File: src/rtl/spike_window_classifier.sv
// spike_window_classifier
//   Counts output spikes per neuron over a window of enabled samples, then
//   scans the counts one neuron per cycle to pick a winner. The result is held
//   behind a valid/ready handshake.
//
//   Optional build macro: SPIKE_CLASS_CONTINUOUS_EN
//     defined   -> the REPORT handshake restarts the next window with the
//                  latched window_len (COUNT, or COMPARE if it is 0); no start
//                  is needed after the first window.
//     undefined -> the handshake returns to IDLE.
//
// Ports:
//   clk, reset (sync, active low)
//   enable        sample qualifier in COUNT
//   start         begins a window (IDLE only)
//   window_len    enabled samples per window, latched on start
//   spikes_in     N-bit spike vector
//   result_ready  consumer handshake
//   busy          state != IDLE
//   result_valid  REPORT state
//   winner_idx, tie, no_spike   class decision
//   counts_out    per-neuron counts, lane i at [i*CW +: CW]

// Per-lane saturating spike counter.
module spike_lane_counter #(
  parameter int CW = 6
) (
  input  logic          clk,
  input  logic          reset,
  input  logic          clr,
  input  logic          smp,
  input  logic          spike,
  output logic [CW-1:0] count
);
  always_ff @(posedge clk) begin
    if (!reset)                             count <= '0;
    else if (clr)                           count <= '0;
    else if (smp && spike && (count != '1)) count <= count + 1'b1;
  end
endmodule

module spike_window_classifier #(
  parameter int N    = 2,
  parameter int CW   = 6,
  parameter int WLW  = 8,
  parameter int IDXW = 1
) (
  input  logic            clk,
  input  logic            reset,
  input  logic            enable,
  input  logic            start,
  input  logic [WLW-1:0]  window_len,
  input  logic [N-1:0]    spikes_in,
  input  logic            result_ready,
  output logic            busy,
  output logic            result_valid,
  output logic [IDXW-1:0] winner_idx,
  output logic            tie,
  output logic            no_spike,
  output logic [N*CW-1:0] counts_out
);
  typedef enum logic [1:0] {IDLE, COUNT, COMPARE, REPORT} state_t;

  state_t               state, state_nxt;
  logic [N-1:0][CW-1:0] counts;
  logic [WLW-1:0]       wlen, sample_cnt, sample_nxt;
  logic [IDXW-1:0]      scan_idx, idx_nxt;
  logic [CW-1:0]        best, best_nxt, cur;
  logic                 tie_nxt;
  logic                 start_ok, hs, smp, last_smp, last_scan, clr, restart;

  assign start_ok   = (state == IDLE) && start;
  assign hs         = (state == REPORT) && result_ready;
  assign smp        = (state == COUNT) && enable;
  assign sample_nxt = sample_cnt + 1'b1;
  assign last_smp   = smp && (sample_nxt == wlen);
  assign last_scan  = (state == COMPARE) && (scan_idx == IDXW'(N-1));

`ifdef SPIKE_CLASS_CONTINUOUS_EN
  assign restart = hs;
`else
  assign restart = 1'b0;
`endif

  // Counts restart from zero on every new window.
  assign clr = start_ok || restart;

  for (genvar i = 0; i < N; i++) begin : g_lane
    spike_lane_counter #(.CW(CW)) u_lane (
      .clk   (clk),
      .reset (reset),
      .clr   (clr),
      .smp   (smp),
      .spike (spikes_in[i]),
      .count (counts[i])
    );
  end

  assign counts_out   = counts;
  assign busy         = (state != IDLE);
  assign result_valid = (state == REPORT);

  always_ff @(posedge clk) begin
    if (!reset) state <= IDLE;
    else        state <= state_nxt;
  end

  always_comb begin
    state_nxt = state;
    case (state)
      IDLE:    if (start) state_nxt = (window_len != '0) ? COUNT : COMPARE;
      COUNT:   if (last_smp) state_nxt = COMPARE;
      COMPARE: if (last_scan) state_nxt = REPORT;
      REPORT:  if (result_ready) begin
`ifdef SPIKE_CLASS_CONTINUOUS_EN
        state_nxt = (wlen != '0) ? COUNT : COMPARE;
`else
        state_nxt = IDLE;
`endif
      end
      default: state_nxt = IDLE;
    endcase
  end

  // One scan step: index 0 seeds the best; strict > replaces it so the lowest
  // index keeps ties. An all-zero window naturally ends at idx 0 with tie set.
  assign cur = counts[scan_idx];
  always_comb begin
    best_nxt = best;
    idx_nxt  = winner_idx;
    tie_nxt  = tie;
    if (scan_idx == '0) begin
      best_nxt = cur;
      idx_nxt  = '0;
      tie_nxt  = 1'b0;
    end else if (cur > best) begin
      best_nxt = cur;
      idx_nxt  = scan_idx;
      tie_nxt  = 1'b0;
    end else if (cur == best) begin
      tie_nxt  = 1'b1;
    end
  end

  always_ff @(posedge clk) begin
    if (!reset) begin
      wlen       <= '0;
      sample_cnt <= '0;
      scan_idx   <= '0;
      best       <= '0;
      winner_idx <= '0;
      tie        <= 1'b0;
      no_spike   <= 1'b0;
    end else begin
      if (start_ok) begin
        wlen       <= window_len;
        winner_idx <= '0;
        tie        <= 1'b0;
        no_spike   <= 1'b0;
      end
      if (clr) begin
        sample_cnt <= '0;
        scan_idx   <= '0;
      end else if (smp) begin
        sample_cnt <= sample_nxt;
      end
      if (state == COMPARE) begin
        best       <= best_nxt;
        winner_idx <= idx_nxt;
        tie        <= tie_nxt;
        scan_idx   <= last_scan ? '0 : scan_idx + 1'b1;
        if (last_scan) no_spike <= (best_nxt == '0);
      end
    end
  end
endmodule

File: config.mk
export PLATFORM = sky130hd
export DESIGN_NAME = spike_window_classifier
export DESIGN_NICKNAME = d
export VERILOG_FILES = /design/src/rtl/spike_window_classifier.sv
export SDC_FILE = /design/constraint.sdc
export NUM_CORES = 1
export LEC_CHECK = 0
export BUFFER_PORTS_ARGS = -buffer_cell sky130_fd_sc_hd__buf_2
export CAP_MARGIN = 20
export CORE_ASPECT_RATIO = 1.4
export CORE_MARGIN = 10
export CORE_UTILIZATION = 50
export DETAILED_ROUTE_END_ITERATION = 10
export GPL_TIMING_DRIVEN = 0
export HOLD_SLACK_MARGIN = 0.02
export PLACE_DENSITY_LB_ADDON = 0.1
export SLEW_MARGIN = 5
export SYNTH_ARGS = -nofsm -noshare
export SYNTH_HDL_FRONTEND = slang
export SYNTH_SLANG_ARGS = --single-unit
File: constraint.sdc
create_clock -name clk -period 5.2 [get_ports clk]
set_input_delay 0.52 -clock clk [delete_from_list [all_inputs] [get_ports clk]]
set_output_delay 0.52 -clock clk [all_outputs]
set_load 0.02 [all_outputs]
Word-level counts from Yosys, hierarchy flattened
Index checks and enable logic that the tools add are counted.

Logic and storage cells: 70. Bits in registers: 40. Bits of input ports: 15.

Bitwise gates (word level): 1. Mux-type cells: 23. Reductions and logical operators: 17. Order comparisons: 2. $add $sub $neg: 4. Equal/unequal tests: 13.

Operators by type and width (number): $mux 6 (4); $mux 1 (13); $add 6x1->6 const B (2); $ne 6x6->1 const B (2); $mux 2 (5); $add 8x1->8 const B (1); $eq 8x8->1 (1); $logic_and 1x1->1 (8); $ne 2x2->1 const B (4); $pmux 2 s4 (1); $reduce_bool 8->1 (1); $eq 6x6->1 (1); $gt 6x6->1 (1); $logic_not 6->1 (1); $eq 2x2->1 const B (2); $ne 4x4->1 const B (1); $reduce_and 2->1 (2); $reduce_and 4->1 (1); $reduce_bool 2->1 (2); $ne 3x3->1 const B (1); $eq 2x1->1 const B (1); $logic_not 2->1 (1); $lt 1x2->1 const B (1); $reduce_or 2->1 (1); other kinds (2) (2).

Logic depth before layout (Yosys ltp)
Gate-level depths: netlist of the first run.

Depth after elaboration: 8. Depth in mapped cells: 11.

By module
A second synthesis of the first run with hierarchy kept.

Cell total of the unflattened synthesis: 282. Area total of the unflattened synthesis: 2324.7 um^2.

By module, submodules not included: spike_window_classifier (area an instance 1694.1 um^2, cells each 210, instances 1); spike_lane_counter (area an instance 315.3 um^2, cells each 36, instances 2).

Worst setup path after synthesis of the first run
Ideal clock, no wire load.

Path type: register -> register. Start: register scan_idx. End: register best[1]. Path buffers: 2. Library setup time: 0.086 ns. Data required time: 5.114 ns. Stages on the path, launching flop included: 11. Data arrival time: 2.558 ns. Slack: 2.556 ns. Path through: dfxtp_1 > clkbuf_1 > mux2_2 > ha_1 > a211oi_1 > nor2_1 > o32a_1 > o21ai_1 > clkbuf_1 > nor2_1 > a211oi_1.

Word-level cells in the longest chain between the ends: 5.

RTL lines: start: declaration (line 67) `logic [IDXW-1:0] scan_idx, idx_nxt;`; start signal: assignment (line 171) `scan_idx <= last_scan ? '0 : scan_idx + 1'b1;`; $mux 6 (implied by the code) (2 in series) (line 127) `assign cur = counts[scan_idx];`; $gt 6x6->1 (line 136) `end else if (cur > best) begin`; $mux 6 (line 136); $mux 6 * (line 132) `if (scan_idx == '0) begin`; end signal: assignment (line 168) `best <= best_nxt;`; end: declaration (line 68) `logic [CW-1:0] best, best_nxt, cur;`.

Mark *: on every way between the ends. The rest lies on a longest branch, timed or not. The select of a mux whose other input is x is not followed. A chain may end at the register's enable or synchronous reset.

Worst setup path after layout of the first run
Start: register scan_idx. End: register best[3].

Same word-level chain as after synthesis.

==> results.py, run 1 <==
metrics = {
    "final_layout": {
        "antenna_cells": 0,
        "layout-drive-gt1-share_pct": 17.94,
        "syn2layout_area_growth_pct": 14.47,
        "stdcell_area_sq_mm": 0.002534,
        "layout_common_cells": "40 x dfxtp_1, 33 x buf_2, 31 x nand2_1",
        "nFillCells": 408,
        "fin_nets": 329,
        "layout_commonest_cell": "dfxtp_1",
    },
    "synthesis": {
        "synth_top_family_by_area": "simple AND/OR/NAND/NOR gates",
        "synth_seq_area_share_pct": 36.18,
        "synthTopCellsByArea": "dfxtp_1 36%, ha_1 7.9%, xor2_1 6.7%",
        "syn_inst": 262,
        "synth_nets": 291,
        "synthMuxAreaShare_pct": 5.766,
        "synth-simple-area-share_pct": 21.65,
        "synth_top_area_cell": "dfxtp_1",
        "syn-cell-area_sq_mm": 0.002213,
        "ys_seq_elements": 40,
        "yosys.area.top_type_share_pct": 36.18,
        "ys_warn_count": 0,
        "synth_xor_area_share_pct": 9.893,
        "synth_fa_ha_area_share_pct": 7.914,
        "synth-compound-area-share_pct": 12.72,
        "yosysUniqueCellTypes": 46,
        "syn_area_per_cell_sq_um": 8.448,
    },
    "floorplanning": {
        "dieArea_sq_mm": 0.007526,
        "core_region_area_sq_mm": 0.004239,
        "die_w_um": 76.23,
        "rows": 28,
        "die_y_um": 98.73,
        "start_util_pct": 52.21,
        "io_pins": 32,
    },
    "run": {
        "maxCapViolations": 0,
    },
    "clock_tree": {
        "ctsResizeCount": 0,
        "cts_buffer_depth": 2,
        "clk_latency_ps": 280,
        "clock-sinks": 40,
        "htreeDepth": 2,
        "post_cts_buffers": 0,
        "cts_root_buf": "clkbuf_8",
        "cts_tree": "built",
        "numCtsBuffers": 5,
        "cts.clk_slew.worst_paths_ps": 70,
        "cts_hold_buffers": 0,
    },
    "grt": {
        "antenna_found_initial": 0,
        "grt_first_pass_wirelength_um": 8293,
        "grt-busiest-layer": "met2",
        "grt_max_degree": 12,
        "use_met2_pct": 25.39,
        "grt_overflow": 0,
        "use_met3_pct": 3.182,
        "grtUsageTotal_pct": 13.15,
        "grt_pass1_vias": 1855,
        "grt_use_met1_pct": 13.33,
    },
    "timing": {
        "period_needed_ps": 3046,
        "maxSlewViolCount": 0,
        "skew_ps": 4.230,
        "max_slew_margin_pct": 61.97,
        "setup_violations": 0,
        "max_freq_mhz": 328.3,
        "hold_violations": 0,
        "period_share_pct": 58.57,
        "worstMarginPinSlew_ps": 567.8,
        "rsz0062_at_grt": "no",
        "fin_setup_tns_ps": 0,
    },
    "setup_path": {
        "cp.required_ps": 5400,
        "start_kind": "register",
        "critPathKind": "register to register",
        "critPathArrivalTime_ps": 3240,
        "critPathMaxFanout": 10,
        "cp-end-kind": "register",
    },
    "pwr": {
        "pwr_density_cell_mw_per_mm2": 350.6,
        "switching_share_pct": 35.39,
        "irDropWorstVdd_mv": 0.2321,
        "pwr-share-comb_pct": 35.0,
        "p_leak_uw": 0.001073,
        "power.switching_uw": 314.4,
        "p_int_uw": 573.9,
        "clock_power_share_pct": 23.6,
        "seq_power_share_pct": 41.4,
    },
    "detailed_routing": {
        "drtIter0Drc": 88,
        "num_vias": 1863,
        "drt-pass1-iter-count": 4,
        "postRouteAntennaNets": 0,
        "detail_route.wirelength_um": 4835,
        "drc": 0,
        "avgRoutedWirePerCell_um": 13.39,
        "via_per_inst": 5.161,
    },
    "placement": {
        "portBuffers": 31,
        "dpl_cell_area_sq_mm": 0.002444,
        "hpwlAfterDp_um": 3786,
        "gp_congestion": 0.8440,
    },
    "status": {
        "status": "finished clean",
    },
    "min_path": {
        "worstHoldPathType": "register to register",
    },
}
-- worst max-delay path, stage by stage, from the launching register on --
cell and delay [ps]:
dfxtp_1 310, clkbuf_1 380, mux2_2 430, ha_1 300, a211oi_1 210, nor2_1 70
o32a_1 360, o21ai_1 230, clkbuf_1 360, nor2_1 70, a211oi_1 230
-- cells in the mapped netlist (all sizes together) --
master / number
and2: 3
nor3: 4
nand4b: 2
clkinv: 1
xnor2: 8
and3b: 1
mux2i: 6
and3: 4
o21ai: 10
nand3: 2
dfxtp: 40
nand2: 31
a21boi: 1
or3: 4
a211oi: 6
a31oi: 2
a222oi: 1
inv: 14
o311a: 1
buf: 6
and4: 1
a21oi: 14
a32oi: 1
o211ai: 1
nand2b: 1
clkbuf: 8
a31o: 2
o2bb2ai: 1
o32a: 1
xor2: 17
nor4: 2
mux2: 6
nand3b: 1
o221ai: 1
o31ai: 1
o21bai: 1
nand4: 12
nor2: 30
ha: 14
-- registers in the layout (all words and copies together) (netlist names) --
name / count
g_lane.u_lane.count: 12
sample_cnt: 8
wlen: 8
best: 6
state: 2
no_spike: 1
scan_idx: 1
tie: 1
winner_idx: 1
-- power by group through the flow --
stage               combinational, uW  sequential [uW]  clock [uW]
CTS                               311              369         218
global route                      352              373         229
detailed placement                310              375           0
global placement                  307              375           0
floorplan                         240              371           0
finish                            311              368         210
-- area by class of cell --
| class | count | area (sq um) | share of cell area, % |
|---|---|---|---|
| Buffer | 14 | 73.82 | 2.914 |
| Tap cell | 60 | 75.07 | 2.963 |
| Timing Repair Buffer | 31 | 155.1 | 6.123 |
| Clock buffer | 8 | 90.09 | 3.556 |
| Sequential cell | 40 | 800.8 | 31.60 |
| Inverter | 15 | 56.30 | 2.222 |
| Multi-Input combinational cell | 193 | 1282 | 50.62 |
-- cells by family (layout without fill, tap and decap cells) --
| group | after synthesis | after routing |
|---|---|---|
| fa+ha+maj | 14 | 14 |
| compound gates | 44 | 44 |
| flops | 40 | 40 |
| buf+inv | 29 | 68 |
| xor+xnor | 25 | 25 |
| simple gates | 98 | 98 |
| mux | 12 | 12 |
-- worst paths after layout --
path	from	end	slack (ps)	cells past startpoint
min	wlen[7]$_SDFFE_PN0P_	wlen[7]$_SDFFE_PN0P_	470	2
max reg2reg	scan_idx$_SDFFE_PN0P_	best[3]$_SDFFE_PN0P_	2150	10
max	scan_idx$_SDFFE_PN0P_	best[3]$_SDFFE_PN0P_	2150	10
min reg2reg	wlen[7]$_SDFFE_PN0P_	wlen[7]$_SDFFE_PN0P_	470	2
-- routing by layer --
layer  up-vias  wire [um]
li1        982          -
met1       857       2010
met2        19       2631
met3         5        133
met4         0         60
met5         -          0
-- per-stage QoR --
stage / hold WS, ps / worst slack (ps) / std cells / util (%) / total power (uW)
after global placement: 461.5 / 2174 / 353 / 57.64 / 682.6
after detailed placement: 463.8 / 2172 / 353 / 57.64 / 684.9
after CTS: 467.3 / 2140 / 361 / 59.77 / 897.9
after global routing: 480.5 / 1908 / 361 / 59.77 / 953.7
final: 470.7 / 2154 / 361 / 59.77 / 888.4
after floorplan: 447.0 / 2556 / 262 / - / 610.7
No activity file was read; power rests on OpenSTA's default activity.
==> inputs of run 2 (changes only) <==
- clock period: 5.2 -> 2.4 ns (I/O delays scaled with it)
==> results.py, run 2 (same netlist as run 1, synthesis figures left out) <==
metrics = {
    "timing": {
        "worstMarginPinSlew_ps": 504.7,
        "period_share_pct": 102.6,
        "maxSlewViolCount": 0,
        "skew_ps": 8.025,
        "setup_violations": 3,
        "rsz0062_at_grt": "yes",
        "hold_violations": 0,
        "max_freq_mhz": 406.3,
        "setup_ws_ps": -61.35,
        "max_slew_margin_pct": 66.35,
        "period_needed_ps": 2461,
    },
    "detailed_routing": {
        "via_per_inst": 5.368,
        "drtIter0Drc": 78,
        "postRouteAntennaNets": 0,
        "drc": 0,
        "avgRoutedWirePerCell_um": 14.82,
        "num_vias": 1986,
        "drt-pass1-iter-count": 4,
        "detail_route.wirelength_um": 5483,
    },
    "setup_path": {
        "critPathKind": "register to register",
        "worst-path-buf-inv": 4,
        "cp_cell_sequence": "buf_8 -> mux2_4 -> ha_1 -> a211oi_2 -> nor2_1 -> o32a_1 -> o21ai_2 -> clkbuf_8 -> buf_6 -> buf_6 -> a211oi_2",
        "cp_top_family": "compound AO/OA/AOI/OAI gates",
        "start_kind": "register",
        "critPathMaxFanout": 7,
        "cpPeakStageDelay_ps": 390,
        "cp.required_ps": 2580,
        "cp-end-kind": "register",
        "crit_slowest_cell": "o32a_1",
        "critPathArrivalTime_ps": 2640,
    },
    "grt": {
        "grt_pass1_vias": 1950,
        "grtUsageTotal_pct": 13.71,
        "grt_max_degree": 14,
        "grt_overflow": 0,
        "grt_first_pass_wirelength_um": 8562,
        "antenna_found_initial": 0,
    },
    "floorplanning": {
        "die_y_um": 98.73,
        "start_util_pct": 52.21,
        "io_pins": 32,
        "rows": 28,
        "die_w_um": 76.23,
        "core_region_area_sq_mm": 0.004239,
        "dieArea_sq_mm": 0.007526,
    },
    "final_layout": {
        "layout_commonest_cell": "dfxtp_1",
        "post-route-util_pct": 65.11,
        "layout_common_cells": "39 x dfxtp_1, 33 x buf_2, 31 x nand2_1",
        "stdcell_area_sq_mm": 0.002760,
        "syn2layout_area_growth_pct": 24.70,
        "nFillCells": 371,
        "layout-drive-gt1-share_pct": 25.81,
        "antenna_cells": 0,
        "largest_reg_flops": 12,
        "multi_input_area_sq_mm": 0.001383,
        "ff_latch_area_sq_um": 802.0,
        "largest_register": "g_lane.u_lane.count",
        "reg.largest.list": "g_lane.u_lane.count x12, sample_cnt x8, wlen x8",
        "fin_nets": 338,
    },
    "clock_tree": {
        "cts.clk_slew.worst_paths_ps": 80,
        "cts_buffer_depth": 2,
        "htreeDepth": 2,
        "numCtsBuffers": 5,
        "clock-sinks": 40,
        "clk_latency_ps": 300,
        "cts_hold_buffers": 0,
        "cts_root_buf": "clkbuf_8",
        "cts_tree": "built",
    },
    "pwr": {
        "p_leak_uw": 0.001159,
        "finalPower_uw": 2293,
        "pwr_density_cell_mw_per_mm2": 830.6,
        "irDropWorstVdd_mv": 0.5809,
    },
    "run": {
        "maxCapViolations": 0,
    },
    "placement": {
        "hpwlAfterDp_um": 3781,
        "dpl_cell_area_sq_mm": 0.002451,
        "gp_congestion": 0.8283,
        "portBuffers": 31,
    },
    "status": {
        "violations": "negative setup slack",
        "status": "finished, violations left",
    },
    "min_path": {
        "worstHoldPathType": "input port to register",
    },
}
==> run 2: changes by cell type in the layout (fill, tap and decap cells not counted), sizes merged <==
cell      change
clkinvlp      +1
clkbuf        -4
clkinv        +1
buf          +10
bufinv        +1
==> run 2: layout make-up <==
class | instances | area share [%]
clock inverter | 3 | 1.541
multi-input combinational | 193 | 50.09
inverter | 15 | 2.040
timing repair buffer | 40 | 8.613
tap | 60 | 2.720
clock buffer | 5 | 2.493
sequential | 40 | 29.06
buffer | 14 | 3.445
==> run 2: worst reg2reg max path, stage by stage (launching register included) <==
cell and delay, ps:
dfxtp_2 340, buf_8 130, mux2_4 320, ha_1 220
a211oi_2 240, nor2_1 90, o32a_1 390, o21ai_2 170
clkbuf_8 180, buf_6 130, buf_6 100, a211oi_2 50
==> run 2: worst paths after layout <==
path	from	to	slack (ps)	depth (start not counted)
worst min-delay path	window_len[0]	wlen[0]$_SDFFE_PN0P_	190	3
worst max-delay path	scan_idx$_SDFFE_PN0P_	best[2]$_SDFFE_PN0P_	-60	11
worst min register to register	wlen[3]$_SDFFE_PN0P_	wlen[3]$_SDFFE_PN0P_	470	2
worst max register to register	scan_idx$_SDFFE_PN0P_	best[2]$_SDFFE_PN0P_	-60	11
==> run 2: layer usage <==
metal	part of all wire [%]	track usage (%)	routed length (um)	vias up
met5	0	0	0	-
li1	-	-	-	998
met3	2.5	3.364	139	10
met2	56	27.10	3054	35
met4	2.1	4.591	117	0
met1	40	13.38	2171	943
==> run 2: power by group <==
part           internal, uW  switching [uW]
clock network           308             249
logic                   424             509
registers               745            57.7
total                  1480             815
==> run 2: timing repair <==
item                                    4_1_cts  5_1_grt
resized for setup                            14       14
pin swaps                                     3        7
buffers inserted                              9        0
endpoints found under the setup margin        8        8
==> run 2: through the flow <==
| stage | worst slack [ps] | setup TNS (ps) | hold slack (ps) | instances |
|---|---|---|---|---|
| after detailed placement | -212.7 | -1210 | 461.8 | 353 |
| final | -61.35 | -176.0 | 193.8 | 370 |
| after global routing | -128.1 | -650.7 | 207.3 | 370 |
| after floorplan | 20.25 | 0 | 371.2 | 262 |
| after CTS | 2.141 | 0 | 183.9 | 370 |
| after global placement | -192.8 | -1032 | 462.3 | 353 |
